--- src/rtl/alu_pipe_param.sv ---
// Parametrised three-phase (IDLE/EXEC/WB) ALU with valid/ready handshakes and a completed-transaction counter.
// Optional build macro ALU_SAT_EN: signed saturation of ADD/SUB results on overflow.
module alu_pipe_param #(
    parameter int WIDTH = 8,
    parameter int CNT_W = 16
) (
    input  logic             clk,
    input  logic             rst_n,
    input  logic             in_valid,
    output logic             in_ready,
    input  logic [WIDTH-1:0] a,
    input  logic [WIDTH-1:0] b,
    input  logic [2:0]       op,
    output logic             out_valid,
    input  logic             out_ready,
    output logic [WIDTH-1:0] result,
    output logic             carry,
    output logic             zero,
    output logic             overflow,
    output logic             negative,
    output logic [CNT_W-1:0] txn_count
);

    typedef enum logic [1:0] {
        S_IDLE = 2'd0,
        S_EXEC = 2'd1,
        S_WB   = 2'd2
    } state_t;

    localparam logic [2:0] OP_ADD = 3'b000;
    localparam logic [2:0] OP_SUB = 3'b001;
    localparam logic [2:0] OP_AND = 3'b010;
    localparam logic [2:0] OP_OR  = 3'b011;
    localparam logic [2:0] OP_XOR = 3'b100;
    localparam logic [2:0] OP_SHL = 3'b101;
    localparam logic [2:0] OP_SHR = 3'b110;
    localparam logic [2:0] OP_ASR = 3'b111;

    state_t           state_q, state_d;
    logic [WIDTH-1:0] a_q, b_q;
    logic [2:0]       op_q;
    logic [WIDTH-1:0] result_q;
    logic             carry_q, zero_q, overflow_q, negative_q;
    logic [CNT_W-1:0] cnt_q;

    logic             accept_s;
    logic             big_shift_s;
    logic [WIDTH:0]   sum_s, diff_s;
    logic [WIDTH-1:0] alu_res_s;
    logic             alu_c_s, alu_v_s;

    assign accept_s    = in_valid && (state_q == S_IDLE);
    assign sum_s       = {1'b0, a_q} + {1'b0, b_q};
    assign diff_s      = {1'b0, a_q} - {1'b0, b_q};
    assign big_shift_s = (32'(b_q) >= 32'(WIDTH));

    // Next-state logic for the transaction sequencer.
    always_comb begin
        state_d = state_q;
        case (state_q)
            S_IDLE: begin
                if (in_valid) state_d = S_EXEC;
                else          state_d = S_IDLE;
            end
            S_EXEC: state_d = S_WB;
            S_WB: begin
                if (out_ready) state_d = S_IDLE;
                else           state_d = S_WB;
            end
            default: state_d = S_IDLE;
        endcase
    end

    // Operation datapath working on the latched operands.
    always_comb begin
        alu_res_s = {WIDTH{1'b0}};
        alu_c_s   = 1'b0;
        alu_v_s   = 1'b0;
        case (op_q)
            OP_ADD: begin
                alu_res_s = sum_s[WIDTH-1:0];
                alu_c_s   = sum_s[WIDTH];
                alu_v_s   = (a_q[WIDTH-1] == b_q[WIDTH-1]) && (sum_s[WIDTH-1] != a_q[WIDTH-1]);
            end
            OP_SUB: begin
                alu_res_s = diff_s[WIDTH-1:0];
                alu_c_s   = diff_s[WIDTH];
                alu_v_s   = (a_q[WIDTH-1] != b_q[WIDTH-1]) && (diff_s[WIDTH-1] != a_q[WIDTH-1]);
            end
            OP_AND: alu_res_s = a_q & b_q;
            OP_OR:  alu_res_s = a_q | b_q;
            OP_XOR: alu_res_s = a_q ^ b_q;
            OP_SHL: begin
                if (big_shift_s) alu_res_s = {WIDTH{1'b0}};
                else             alu_res_s = a_q << b_q;
            end
            OP_SHR: begin
                if (big_shift_s) alu_res_s = {WIDTH{1'b0}};
                else             alu_res_s = a_q >> b_q;
            end
            OP_ASR: begin
                if (big_shift_s) alu_res_s = {WIDTH{a_q[WIDTH-1]}};
                else             alu_res_s = $signed(a_q) >>> b_q;
            end
            default: alu_res_s = {WIDTH{1'b0}};
        endcase
`ifdef ALU_SAT_EN
        // Overflow direction for both ADD and SUB follows the sign of a.
        if (alu_v_s) begin
            if (a_q[WIDTH-1]) alu_res_s = {1'b1, {(WIDTH-1){1'b0}}};
            else              alu_res_s = {1'b0, {(WIDTH-1){1'b1}}};
        end else begin
            alu_res_s = alu_res_s;
        end
`endif
    end

    // State and operand capture registers.
    always_ff @(posedge clk or negedge rst_n) begin
        if (!rst_n) begin
            state_q <= S_IDLE;
            a_q     <= {WIDTH{1'b0}};
            b_q     <= {WIDTH{1'b0}};
            op_q    <= 3'b000;
        end else begin
            state_q <= state_d;
            if (accept_s) begin
                a_q  <= a;
                b_q  <= b;
                op_q <= op;
            end
        end
    end

    // Result/flag registers loaded in EXEC, plus completion counter.
    always_ff @(posedge clk or negedge rst_n) begin
        if (!rst_n) begin
            result_q   <= {WIDTH{1'b0}};
            carry_q    <= 1'b0;
            zero_q     <= 1'b0;
            overflow_q <= 1'b0;
            negative_q <= 1'b0;
            cnt_q      <= {CNT_W{1'b0}};
        end else begin
            if (state_q == S_EXEC) begin
                result_q   <= alu_res_s;
                carry_q    <= alu_c_s;
                zero_q     <= (alu_res_s == {WIDTH{1'b0}});
                overflow_q <= alu_v_s;
                negative_q <= alu_res_s[WIDTH-1];
            end
            if ((state_q == S_WB) && out_ready) begin
                cnt_q <= cnt_q + CNT_W'(1);
            end
        end
    end

    assign in_ready  = (state_q == S_IDLE);
    assign out_valid = (state_q == S_WB);
    assign result    = result_q;
    assign carry     = carry_q;
    assign zero      = zero_q;
    assign overflow  = overflow_q;
    assign negative  = negative_q;
    assign txn_count = cnt_q;

endmodule
--- config.mk ---
export PLATFORM = sky130hd
export DESIGN_NAME = alu_pipe_param
export DESIGN_NICKNAME = d
export VERILOG_FILES = /design/src/rtl/alu_pipe_param.sv
export SDC_FILE = /design/constraint.sdc
export NUM_CORES = 1
export LEC_CHECK = 0
export CAP_MARGIN = 20
export CORE_MARGIN = 2
export CORE_UTILIZATION = 25
export CTS_CLUSTER_DIAMETER = 120
export DETAILED_ROUTE_END_ITERATION = 8
export PLACE_DENSITY = 0.52
export SYNTH_ARGS = -nofsm -noshare
export SYNTH_HDL_FRONTEND = slang
export SYNTH_SLANG_ARGS = --single-unit
--- constraint.sdc ---
create_clock -name clk -period 4.6 [get_ports clk]
set_input_delay 0.69 -clock clk [delete_from_list [all_inputs] [get_ports clk]]
set_output_delay 0.69 -clock clk [all_outputs]
set_load 0.01 [all_outputs]
==> reports/qor.txt <==
Delay contributed by the slowest stage of the critical path = 960 ps
First-pass iteration count of the detailed router = 5
DRC = 0
Standby leakage power = 1.883 nW
Async set-reset flop share out of synthesis = 1.000
Final Cycle Share = 0.7584
Post-Syn Area = 3885 um^2
Buffer and inverter count on the worst path = 1
Hold crit path type = register to register
Internal power summed over all cells = 1.873 mW
Number of global-route vias before repair = 3436
Gates resized, CTS repair = 0
Total of max-cap violations = 0
Final Slew Violations = 0
Post-synthesis cell type count = 66
Clock network latency to the later pin of the worst-skew pair = 310 ps
Crit-path max FO = 26
TritonCTS clock tree = built
Vias = 3513
Logic gate share of total power = 0.602
Share of post-route cells with drive strength above 1 = 0.06639
Routed wirelength normalized by instance count = 18.07 um
Top Family by Delay on Critical Path = flip-flops
Antenna Violating Nets Remaining = 0
Switching power share of the total = 0.4901
Top flip-flop cell by instance count after synthesis = sky130_fd_sc_hd__dfrtp_1
Net Switching = 1.800 mW
Startpoint Class = register
Worst max-slew margin expressed relative to the limit = 0.3250
Core area = 15200 um^2
Highest achievable clock rate = 286.7 MHz
Register area share after synthesis = 0.3092
Hold-critical path endpoint = txn_count[15]
I/O Buffers = 52
Critical-path cell list = inv_1, ha_1, o21bai_1, nor4b_1, nor3_1, or2_2, a211oi_1, nor2_1, o41ai_2
CTS H-Tree Depth = 2
Final weighted congestion in routability-driven placement = 0.9565
Unrepaired setup endpoints after global routing = false
Highest-delay cell along the critical path = sky130_fd_sc_hd__dfrtp_1
Required time of the worst setup path = 4810 ps
Number of antenna cells inserted = 0
Maximum number of pins on one net before global-route repair = 49
Worst hold margin = 471.9 ps
Clock-pin slew on the worst setup and hold paths = 80 ps
Shortest clock period the worst path allows after layout = 3489 ps
Overall die height = 128.7 um
Power share of the clock group = 0.137
Reg-to-reg critical path endpoint = zero
# clock sinks = 48
Flop pwr share = 0.261
Remaining global-route overflow = 0
Worst setup skew after layout = 10.03 ps
Post-detail-place hpwl = 9.050 mm
Number of buffers added by the clock tree synthesis step = 5
Startpoint of the worst-slack reg-to-reg timing path = b_q[1]
Reg2Reg Depth = 9
Number of antenna violations at the first check in global routing = 0
Data arrival at the endpoint of the critical path = 3700 ps
Total negative slack for setup checks = 0 ps
Flip-flop and latch count after synthesis = 48
Site row count = 45
Post-Syn Nets = 499
Floorplan die width = 128.7 um
Worst-case vdd ir drop = 0.0002136 V
Count of final hold-check violations = 0
CP endpoint kind = register
Slew at the pin with the worst max-slew slack = 1005 ps
Avg Inst Size Synth = 8.653 um^2
Drt via density = 5.243
Layout-stage area growth over the synthesis result = 21.61%
Total Routing Usage GR = 0.1501
Post-Synthesis Cells = 449
Power density relative to cell area = 777.4 nW/um^2
Io pins = 53
Post-CTS Repair Setup Buffers = 0
Startpoint of the tightest hold check path = txn_count[15]
Cts hold-fix bufs = 0
Post-Route WL = 12.11 mm
Clock root buffer = sky130_fd_sc_hd__clkbuf_16
Count of yosys warnings during synthesis = 0
Post-layout nets = 531
WS Path Type = register to register
Run status = completed
Initial DRC count = 385
Bufs on Longest Clock Path = 2
Count of flip-flops with a built-in enable after synthesis = 0
Area of the die = 16550 um^2
Hold Path Depth = 1
Wire length of the first global-routing pass = 19.31 mm
Starting utilization of the core area = 0.2556
Register-to-register setup slack = 1110 ps
Number of endpoints failing setup at the final stage = 0
how the worst max path moves through the flow:
stage	startpoint	end	cells after the start
final	b_q[1]	zero	9
after global routing	b_q[1]	zero	9
after CTS	b_q[1]	zero	9
after detailed placement	b_q[1]	zero	9
after global placement	b_q[1]	zero	9
after floorplan	b_q[1]	zero	12
cells in the final DEF, fill, tap and decap left out, drive strengths merged, types with 7 or more instances in the layout:
cell type      instances
clkdlybuf4s50         51
nand2                 48
dfrtp                 48
o21ai                 41
inv                   29
nor2                  26
ha                    25
nor3                  18
mux2i                 14
nand3                 13
xnor2                 13
a21oi                 12
nand2b                10
mux4                   8
a211oi                 7
synthesized netlist by cell type, types with 4 or more instances:
cell | instances | area (um^2)
sky130_fd_sc_hd__nand3_1 | 13 | 65.06
sky130_fd_sc_hd__and2_1 | 4 | 25.02
sky130_fd_sc_hd__o21ai_0 | 41 | 205.2
sky130_fd_sc_hd__xnor2_1 | 13 | 113.9
sky130_fd_sc_hd__ha_1 | 25 | 312.8
sky130_fd_sc_hd__nor3_1 | 18 | 90.09
sky130_fd_sc_hd__xor2_1 | 6 | 52.55
sky130_fd_sc_hd__a31oi_1 | 4 | 25.02
sky130_fd_sc_hd__nor4_1 | 5 | 31.28
sky130_fd_sc_hd__dfrtp_1 | 48 | 1201
sky130_fd_sc_hd__o31ai_1 | 4 | 30.03
sky130_fd_sc_hd__mux4_2 | 8 | 180.2
sky130_fd_sc_hd__nand2_1 | 48 | 180.2
sky130_fd_sc_hd__and3_1 | 5 | 31.28
sky130_fd_sc_hd__a211oi_1 | 7 | 52.55
sky130_fd_sc_hd__nor2b_1 | 5 | 31.28
sky130_fd_sc_hd__inv_1 | 28 | 105.1
sky130_fd_sc_hd__nand2b_1 | 10 | 62.56
sky130_fd_sc_hd__nand4_1 | 4 | 25.02
sky130_fd_sc_hd__buf_1 | 4 | 15.01
sky130_fd_sc_hd__clkbuf_1 | 21 | 78.83
sky130_fd_sc_hd__nor2_1 | 26 | 97.59
sky130_fd_sc_hd__a21oi_1 | 12 | 60.06
sky130_fd_sc_hd__nand3b_1 | 5 | 37.54
sky130_fd_sc_hd__or3_1 | 6 | 37.54
sky130_fd_sc_hd__mux2_2 | 5 | 56.30
sky130_fd_sc_hd__mux2i_1 | 14 | 140.1
power by group through the flow:
| stage | Clock, mW | Combinational (mW) | Sequential (mW) |
|---|---|---|---|
| floorplan | 0 | 1.69 | 0.746 |
| global placement | 0 | 2.18 | 0.956 |
| detailed placement | 0 | 2.17 | 0.963 |
| CTS | 0.512 | 2.19 | 0.954 |
| global route | 0.528 | 2.43 | 1.00 |
| finish | 0.502 | 2.21 | 0.960 |
worst reg2reg max path: stages, from the launching register on:
cell and delay, ps:
sky130_fd_sc_hd__dfrtp_1 960, sky130_fd_sc_hd__inv_1 330, sky130_fd_sc_hd__ha_1 400, sky130_fd_sc_hd__o21bai_1 230
sky130_fd_sc_hd__nor4b_1 400, sky130_fd_sc_hd__nor3_1 120, sky130_fd_sc_hd__or2_2 290, sky130_fd_sc_hd__a211oi_1 270
sky130_fd_sc_hd__nor2_1 100, sky130_fd_sc_hd__o41ai_2 290
layout make-up:
cell class / instances / area (um^2)
fill: 1607 / 10480
tap: 188 / 235.2
clock buffer: 5 / 125.1
timing repair buffer: 55 / 538.0
multi-input combinational: 342 / 2447
clock inverter: 3 / 68.82
inverter: 29 / 108.9
sequential: 48 / 1201
metrics by stage:
stage                     total power [mW]  setup slack [ps]  instance area, um^2    util  instances
after floorplan                      2.434              1576                 3885       -        449
after global placement               3.134              1295                 4531  0.2980        662
after CTS                            3.655              1153                 4725  0.3108        670
final                                3.673              1111                 4725  0.3108        670
after global routing                 3.962             748.7                 4725  0.3108        670
after detailed placement             3.135              1201                 4531  0.2980        662
sequential cells by signal (all words and copies together) (netlist names):
name	count
result	8
b_q	8
carry	1
state_q	2
a_q	8
zero	1
op_q	3
overflow	1
txn_count	16
logic make-up after synthesis:
family | share of synthesized area
adder cells (fa/ha/maj) | 0.09340
multiplexers | 0.09694
XOR/XNOR | 0.04283
buffers and inverters | 0.06087
flip-flops | 0.3092
AO/OA/AOI/OAI | 0.1965
AND/OR/NAND/NOR | 0.2003
layer usage:
layer / global-route usage / up-vias / wire length, um / part of all wire
li1: - / 1682 / - / -
met1: 0.2161 / 1688 / 5685 / 0.47
met2: 0.2281 / 121 / 5386 / 0.44
met3: 0.02620 / 22 / 711 / 0.059
met4: 0.04923 / 0 / 325 / 0.027
met5: 0 / - / 0 / 0
Note: power is estimated with default switching activity, not from simulation.
